<file path="src/rtl/pulse_monitor.sv">
// Purpose: measures width/period of a same-domain pulse stream, counts pulses, flags periodicity and train timeout.
// Latency: every output is registered; strobes and counters appear one cycle after the sampled pulse edge.
// Backpressure: none; the monitor samples every cycle and never stalls the pulse source.
//
// Ports:
//   clk, rst_n   - rising-edge clock, asynchronous active-low reset
//   pulse        - sampled pulse stream
//   clr          - synchronous clear of statistics (FSM and running counters keep going)
//   busy         - FSM not in IDLE
//   pulse_cnt    - rising-edge count, wraps
//   last_width   - high width of the most recent completed pulse, width_vld strobes on update
//   last_period  - rise-to-rise distance of the last two pulses, period_vld strobes on update
//   periodic     - last two measured periods equal
//   timeout      - one-cycle strobe when a train ends through a long low gap
module pulse_monitor #(
  parameter int CW      = 16,
  parameter int TIMEOUT = 1000
) (
  input  logic          clk,
  input  logic          rst_n,
  input  logic          pulse,
  input  logic          clr,
  output logic          busy,
  output logic [7:0]    pulse_cnt,
  output logic [CW-1:0] last_width,
  output logic          width_vld,
  output logic [CW-1:0] last_period,
  output logic          period_vld,
  output logic          periodic,
  output logic          timeout
);

  typedef enum logic [1:0] {
    IDLE = 2'd0,
    HIGH = 2'd1,
    LOW  = 2'd2
  } state_t;

  localparam logic [CW-1:0] CNT_MAX = '1;
  localparam logic [CW-1:0] CNT_ONE = CW'(1);
  localparam logic [CW-1:0] TO_VAL  = CW'(TIMEOUT);

  state_t        state_q, state_d;
  logic [CW-1:0] width_cnt_q, width_cnt_d;
  logic [CW-1:0] period_cnt_q, period_cnt_d;
  logic          have_period_q, have_period_d;
  logic          busy_q, busy_d;
  logic [7:0]    pulse_cnt_q, pulse_cnt_d;
  logic [CW-1:0] last_width_q, last_width_d;
  logic          width_vld_q, width_vld_d;
  logic [CW-1:0] last_period_q, last_period_d;
  logic          period_vld_q, period_vld_d;
  logic          periodic_q, periodic_d;
  logic          timeout_q, timeout_d;

  function automatic logic [CW-1:0] sat_inc(input logic [CW-1:0] v);
    return (v == CNT_MAX) ? v : v + CNT_ONE;
  endfunction

  always_comb begin
    state_d       = state_q;
    width_cnt_d   = width_cnt_q;
    period_cnt_d  = period_cnt_q;
    have_period_d = have_period_q;
    pulse_cnt_d   = pulse_cnt_q;
    last_width_d  = last_width_q;
    width_vld_d   = 1'b0;
    last_period_d = last_period_q;
    period_vld_d  = 1'b0;
    periodic_d    = periodic_q;
    timeout_d     = 1'b0;

    unique case (state_q)
      IDLE: begin
        // First rise of a train: no previous rise, so no period exists yet.
        if (pulse) begin
          state_d      = HIGH;
          width_cnt_d  = CNT_ONE;
          period_cnt_d = CNT_ONE;
          pulse_cnt_d  = pulse_cnt_q + 8'd1;
        end
      end
      HIGH: begin
        if (pulse) begin
          width_cnt_d  = sat_inc(width_cnt_q);
          period_cnt_d = sat_inc(period_cnt_q);
        end else begin
          last_width_d = width_cnt_q;
          width_vld_d  = 1'b1;
          period_cnt_d = sat_inc(period_cnt_q);
          state_d      = LOW;
        end
      end
      LOW: begin
        // A rise takes priority over a timeout landing in the same cycle.
        if (pulse) begin
          last_period_d = period_cnt_q;
          period_vld_d  = 1'b1;
          if (have_period_q) begin
            periodic_d = (period_cnt_q == last_period_q);
          end else begin
            periodic_d    = 1'b0;
            have_period_d = 1'b1;
          end
          period_cnt_d = CNT_ONE;
          width_cnt_d  = CNT_ONE;
          pulse_cnt_d  = pulse_cnt_q + 8'd1;
          state_d      = HIGH;
        end else if (period_cnt_q >= TO_VAL) begin
          // >= so a pulse held high longer than TIMEOUT still ends the
          // train on its first low check instead of counting forever.
          state_d       = IDLE;
          timeout_d     = 1'b1;
          periodic_d    = 1'b0;
          have_period_d = 1'b0;
        end else begin
          period_cnt_d = sat_inc(period_cnt_q);
        end
      end
      default: state_d = IDLE;
    endcase

    // Clear wipes statistics only; the running measurement continues so a
    // pulse in flight is still timed. A rise in the clear cycle goes uncounted.
    if (clr) begin
      pulse_cnt_d   = 8'd0;
      last_width_d  = '0;
      last_period_d = '0;
      periodic_d    = 1'b0;
      have_period_d = 1'b0;
      width_vld_d   = 1'b0;
      period_vld_d  = 1'b0;
    end

    busy_d = (state_d != IDLE);
  end

  always_ff @(posedge clk or negedge rst_n) begin
    if (!rst_n) begin
      state_q       <= IDLE;
      width_cnt_q   <= '0;
      period_cnt_q  <= '0;
      have_period_q <= 1'b0;
      busy_q        <= 1'b0;
      pulse_cnt_q   <= 8'd0;
      last_width_q  <= '0;
      width_vld_q   <= 1'b0;
      last_period_q <= '0;
      period_vld_q  <= 1'b0;
      periodic_q    <= 1'b0;
      timeout_q     <= 1'b0;
    end else begin
      state_q       <= state_d;
      width_cnt_q   <= width_cnt_d;
      period_cnt_q  <= period_cnt_d;
      have_period_q <= have_period_d;
      busy_q        <= busy_d;
      pulse_cnt_q   <= pulse_cnt_d;
      last_width_q  <= last_width_d;
      width_vld_q   <= width_vld_d;
      last_period_q <= last_period_d;
      period_vld_q  <= period_vld_d;
      periodic_q    <= periodic_d;
      timeout_q     <= timeout_d;
    end
  end

  assign busy        = busy_q;
  assign pulse_cnt   = pulse_cnt_q;
  assign last_width  = last_width_q;
  assign width_vld   = width_vld_q;
  assign last_period = last_period_q;
  assign period_vld  = period_vld_q;
  assign periodic    = periodic_q;
  assign timeout     = timeout_q;

endmodule

</file>
<file path="config.mk">
export PLATFORM = sky130hd
export DESIGN_NAME = pulse_monitor
export DESIGN_NICKNAME = d
export VERILOG_FILES = /design/src/rtl/pulse_monitor.sv
export SDC_FILE = /design/constraint.sdc
export NUM_CORES = 1
export LEC_CHECK = 0
export ABC_AREA = 0
export CAP_MARGIN = 20
export CORE_MARGIN = 2
export CORE_UTILIZATION = 45
export CTS_BUF_LIST = sky130_fd_sc_hd__clkbuf_16
export DETAILED_ROUTE_END_ITERATION = 10
export GPL_TIMING_DRIVEN = 0
export HOLD_SLACK_MARGIN = 0.06
export PLACE_DENSITY = 0.66
export SYNTH_ARGS = -nofsm -noshare
export SYNTH_HDL_FRONTEND = slang
export SYNTH_SLANG_ARGS = --single-unit
export TNS_END_PERCENT = 100
</file>
<file path="constraint.sdc">
create_clock -name clk -period 2.62 [get_ports clk]
set_clock_uncertainty 0.1 [all_clocks]
set_input_delay 0.655 -clock clk [delete_from_list [all_inputs] [get_ports clk]]
set_output_delay 0.655 -clock clk [all_outputs]
set_load 0.05 [all_outputs]
</file>
# Word-level counts from Yosys, hierarchy flattened
# Cells that the tools add are included.
[totals]
register_bits = 80
latch_bits = 0
mem_bits_rw = 0
rom_bits = 0
inputBits = 4
memories = 0
[op_classes]
n_addsub = 3
mul = 0
div_mod_pow = 0
magnitude_cmp = 1
eq_ne = 11
shifts = 0
n_mux = 39
bitwise = 0
n_reduce_logical = 16
[ops]
columns = ["operator", "n"]
rows = [
  ["$mux 16", 12],
  ["$pmux 16 s3", 1],
  ["$add 16x1->16 const B", 2],
  ["$eq 16x16->1 const B", 2],
  ["$pmux 16 s2", 1],
  ["$mux 8", 3],
  ["$mux 1", 17],
  ["$eq 16x16->1", 1],
  ["$ge 16x10->1 const B", 1],
  ["$reduce_bool 2->1", 6],
  ["$add 8x1->8 const B", 1],
  ["$mux 2", 4],
  ["$reduce_and 2->1", 4],
  ["$ne 2x2->1 const B", 3],
  ["$pmux 2 s3", 1],
  ["$reduce_bool 3->1", 2],
  ["$ne 2x1->1 const B", 2],
  ["$reduce_and 4->1", 1],
  ["$ne 3x3->1 const B", 1],
  ["$reduce_and 3->1", 1],
  ["$eq 2x1->1 const B", 1],
  ["$eq 2x2->1 const B", 1],
  ["$logic_not 2->1", 1],
  ["$reduce_or 2->1", 1],
]

# Depth between registers and ports, before layout
[depth]
depth_word = 5
mapped_depth = 10
mapped_depth_nobuf = 7

# Least setup slack after synthesis
# No wires, ideal clock.
[synth_timing]
path_type = "register to register"
start = "register state_q[0]"
end = "register pulse_cnt_q[7] (netlist: pulse_cnt[7])"
arrival_ns = 1.992
path_slack_ns = 0.449
path_stages_with_launch = 11
path_buffers = 3
period_less_slack_ns = 2.171
cell_sequence = "dfrtp_1 -> inv_1 -> ha_1 -> buf_2 -> or2_1 -> buf_2 -> and2_1 -> buf_2 -> o2111ai_2 -> or3_1 -> a21oi_1"
[synth_between]
elab_chain_len = 4
word_cells_on_any_way = 5
[synth_lines]
columns = ["item", "line", "text"]
rows = [
  ["start, declared", "43", "state_t state_q, state_d;"],
  ["start signal, assigned", "153", "state_q <= state_d;"],
  ["$eq 2x2->1 or $logic_not 2->1 (tied branches)", "73", "unique case (state_q)"],
  ["$reduce_or 2->1 (no source line) *", "--", ""],
  ["$reduce_bool 2->1 (no source line) *", "--", ""],
  ["$reduce_and 2->1 (no source line) *", "--", ""],
  ["end signal, assigned", "158", "pulse_cnt_q <= pulse_cnt_d;"],
  ["end, declared", "48", "logic [7:0] pulse_cnt_q, pulse_cnt_d;"],
]
# Every way passes the cells marked *; elsewhere a longest branch is shown, timed or not.
# A chain may end at the register's enable or synchronous reset.

# Worst setup path after layout
[layout_timing]
start = "register period_cnt_q[1]"
end = "register period_cnt_q[0]"
[layout_between]
elab_chain_len = 5
word_cells_on_any_way = 8
[layout_lines]
columns = ["item", "line", "text"]
rows = [
  ["start, declared", "45", "logic [CW-1:0] period_cnt_q, period_cnt_d;"],
  ["start signal, assigned", "155", "period_cnt_q <= period_cnt_d;"],
  ["branches (longest 5 deep; another with $ge 16x10->1)", "--", ""],
]
# Several ways; the timed one is not identified. The select of a mux whose other input is x is not followed.

==> flow_summary.json <==
{
  "num_antenna_cells": 0,
  "drv_cap": 0,
  "min_path_type": "in -> async",
  "final_hold_viol_count": 0,
  "status": "completed",
  "hpwl_mm": 6.872,
  "clock-root-buffer": "clkbuf_16",
  "io_buffers": 47,
  "postPlaceCellArea_um2": 4817,
  "r2r_start": "period_cnt_q[1]$_DFFE_PN0P_",
  "synth_commonest_cells": "80 x dfrtp_1, 58 x nand2_1, 36 x a21oi_1, 31 x o21ai_0, 25 x nor2_1",
  "max_clock_freq_ghz": 0.3968,
  "grt_pass1_wl_mm": 16.92,
  "clock_path_buffers": 2,
  "yosysMostFrequentCell": "dfrtp_1",
  "ys_types": 54,
  "grtUsageTotal_pct": 21.19,
  "vdd_drop_max_uv": 454.2,
  "ctsHoldBuffers": 0,
  "synthAdderAreaFrac_pct": 2.692,
  "synth.avg_cell_area_um2": 9.399,
  "synth_area_leaders": "dfrtp_1 48%, nand2_1 5.2%, a21oi_1 4.3%, xor2_1 4.2%, o21ai_0 3.7%",
  "worstSetupPathType": "reg -> reg",
  "wire_per_inst_um": 16.46,
  "clk_latency_ps": 340,
  "p_leak_nw": 2.244,
  "rsz0062_at_grt": "false",
  "antenna_left": 0,
  "slew_violations": 0,
  "synth-compound-area-share_pct": 22.20,
  "drive_gt1_share_pct": 10.20,
  "min_period_ps": 2520,
  "synth_top_family_by_area": "compound AO/OA/AOI/OAI gates",
  "die_height_um": 100.4,
  "drt_iter0_markers": 220,
  "yosysTopAreaCell": "dfrtp_1",
  "io_pins": 49,
  "grt_pass1_vias": 3427,
  "setup_viol": 0,
  "nNetsFinal": 518,
  "numCtsBuffers": 9,
  "synth_top_area_share_pct": 47.86,
  "worstSetupStartpointType": "flip-flop",
  "arrival_ps": 2640,
  "areaGrowthSynthToFinish_pct": 22.79,
  "drt-total-wl_mm": 10.22,
  "start_util_pct": 45.92,
  "antenna_found_initial": 0,
  "overflow": 0,
  "critPathCaptureType": "flip-flop",
  "yosys_register_bits": 80,
  "required_ps": 2740,
  "synth.area.mux_share_pct": 0.7478,
  "crit_fanout": 9,
  "cts_tree": "built",
  "yosys.area_share.simple_pct": 17.14,
  "tns_ps": 0,
  "fin_hold_ws_ps": 83.30,
  "drc": 0,
  "powerDensity_nw_per_um2": 791.4,
  "coreArea_um2": 9109,
  "gp_congestion": 0.8739,
  "synth_async_sr_flop_share_pct": 100.0,
  "dr.pass1.iters": 5,
  "htreeDepth": 3,
  "synth-edff-count": 0,
  "synthFlopType": "dfrtp_1",
  "synth-xor-area-share_pct": 4.397,
  "reg2reg_slack_ps": 100,
  "die_w_um": 100.4,
  "yosysSeqAreaShare_pct": 47.86,
  "slew_headroom_pct": 44.98,
  "netlist_area_um2": 4183,
  "syn_nets": 458,
  "viasPerCell": 5.968,
  "cts_sinks": 80,
  "period_share_pct": 96.18,
  "worst_pin_slew_ps": 817.8,
  "cts.clk_slew.worst_paths_ps": 70,
  "stdcell_area_um2": 5136,
  "num_vias": 3706,
  "ff2ff_path_depth": 5,
  "power_mw": 4.065,
  "die_area_um2": 10080,
  "syn_inst": 445,
  "reg2reg_to": "period_cnt_q[0]$_DFFE_PN0P_",
  "yosys_warnings": 0,
  "grt_max_degree": 64,
  "rows": 35
}
[cell type report]
cell class / instances / area [um^2]
Timing Repair Buffer: 49 / 503.0
Sequential cell: 80 / 2003
Buffer: 34 / 176.4
Clock inverter: 7 / 77.57
Fill cell: 805 / 3973
Tap cell: 111 / 138.9
Inverter: 9 / 33.78
Clock buffer: 9 / 225.2
Multi-Input combinational cell: 322 / 1978
[power breakdown]
part           internal (mW)  total, mW  switching [mW]
clock network          0.747       1.28           0.533
logic                  0.487       1.36           0.873
registers               1.32       1.43           0.102
[how the worst max path moves through the flow]
stage	end	slack (ps)	depth (start not counted)	startpoint
6_report	period_cnt_q[0]$_DFFE_PN0P_	100	5	period_cnt_q[1]$_DFFE_PN0P_
2_1_floorplan	pulse_cnt[7]$_DFFE_PN0P_	450	10	state_q[0]$_DFF_PN0_
5_1_grt	period_cnt_q[0]$_DFFE_PN0P_	5	5	period_cnt_q[1]$_DFFE_PN0P_
3_3_place_gp	last_period[6]$_DFFE_PN0P_	-2120	1	rst_n
4_1_cts	period_cnt_q[8]$_DFFE_PN0P_	50	8	state_q[0]$_DFF_PN0_
3_5_place_dp	last_width[15]$_DFFE_PN0P_	-230	4	clr
[cell usage in the layout, fill, tap and decap left out, types with 12 or more instances in the layout]
cell,Yosys,routed
xor2_1,20,20
nand2_1,58,58
buf_2,15,14
o21ai_0,31,31
dfrtp_1,80,79
o31ai_1,14,14
clkdlybuf4s50_1,0,46
nor2_1,25,25
a22o_1,17,17
nand3_1,12,12
nand4_1,13,13
clkbuf_1,12,12
a21oi_1,36,36
[per-layer routing]
metal	share of wire (%)	vias to the layer above	GRT usage [%]
li1	-	1737	-
met1	49	1797	32.85
met2	43	156	30.46
met3	6.2	16	2.994
met4	1.3	0	6.955
met5	0	-	0
[timing repair]
item | in CTS | in global routing
resized for setup | 1 | 3
endpoints found under the setup margin | 4 | 10
pin swaps | 0 | 0
buffers inserted | 0 | 1
cloned | 0 | 0
[cell families after synthesis]
family | after synthesis
xor+xnor | 21
simple gates | 150
fa+ha+maj | 9
compound gates | 139
flops | 80
mux | 3
buf+inv | 43
[critical path, cell delays in order (launching register included)]
cell	delay, ps
dfrtp_1	500
ha_1	270
nand3_1	260
nor4_1	790
o311ai_0	230
a22o_1	260
[state kept, by name (all words and copies together) (netlist names)]
register,flops
periodic,1
last_width,16
period_cnt_q,16
pulse_cnt,8
period_vld,1
width_vld,1
width_cnt_q,16
last_period,16
busy,1
have_period_q,1
state_q,2
timeout,1
[stage by stage]
stage / utilization, % / worst slack (ps) / std cells
after global placement: 52.61 / -2117 / 603
after CTS: 56.26 / 48.77 / 620
final: 56.39 / 100.1 / 621
after floorplan: - / 449.4 / 445
after global routing: 56.39 / 5.018 / 621
after detailed placement: 52.88 / -225.5 / 604
No activity file was read; power rests on OpenSTA's default activity.
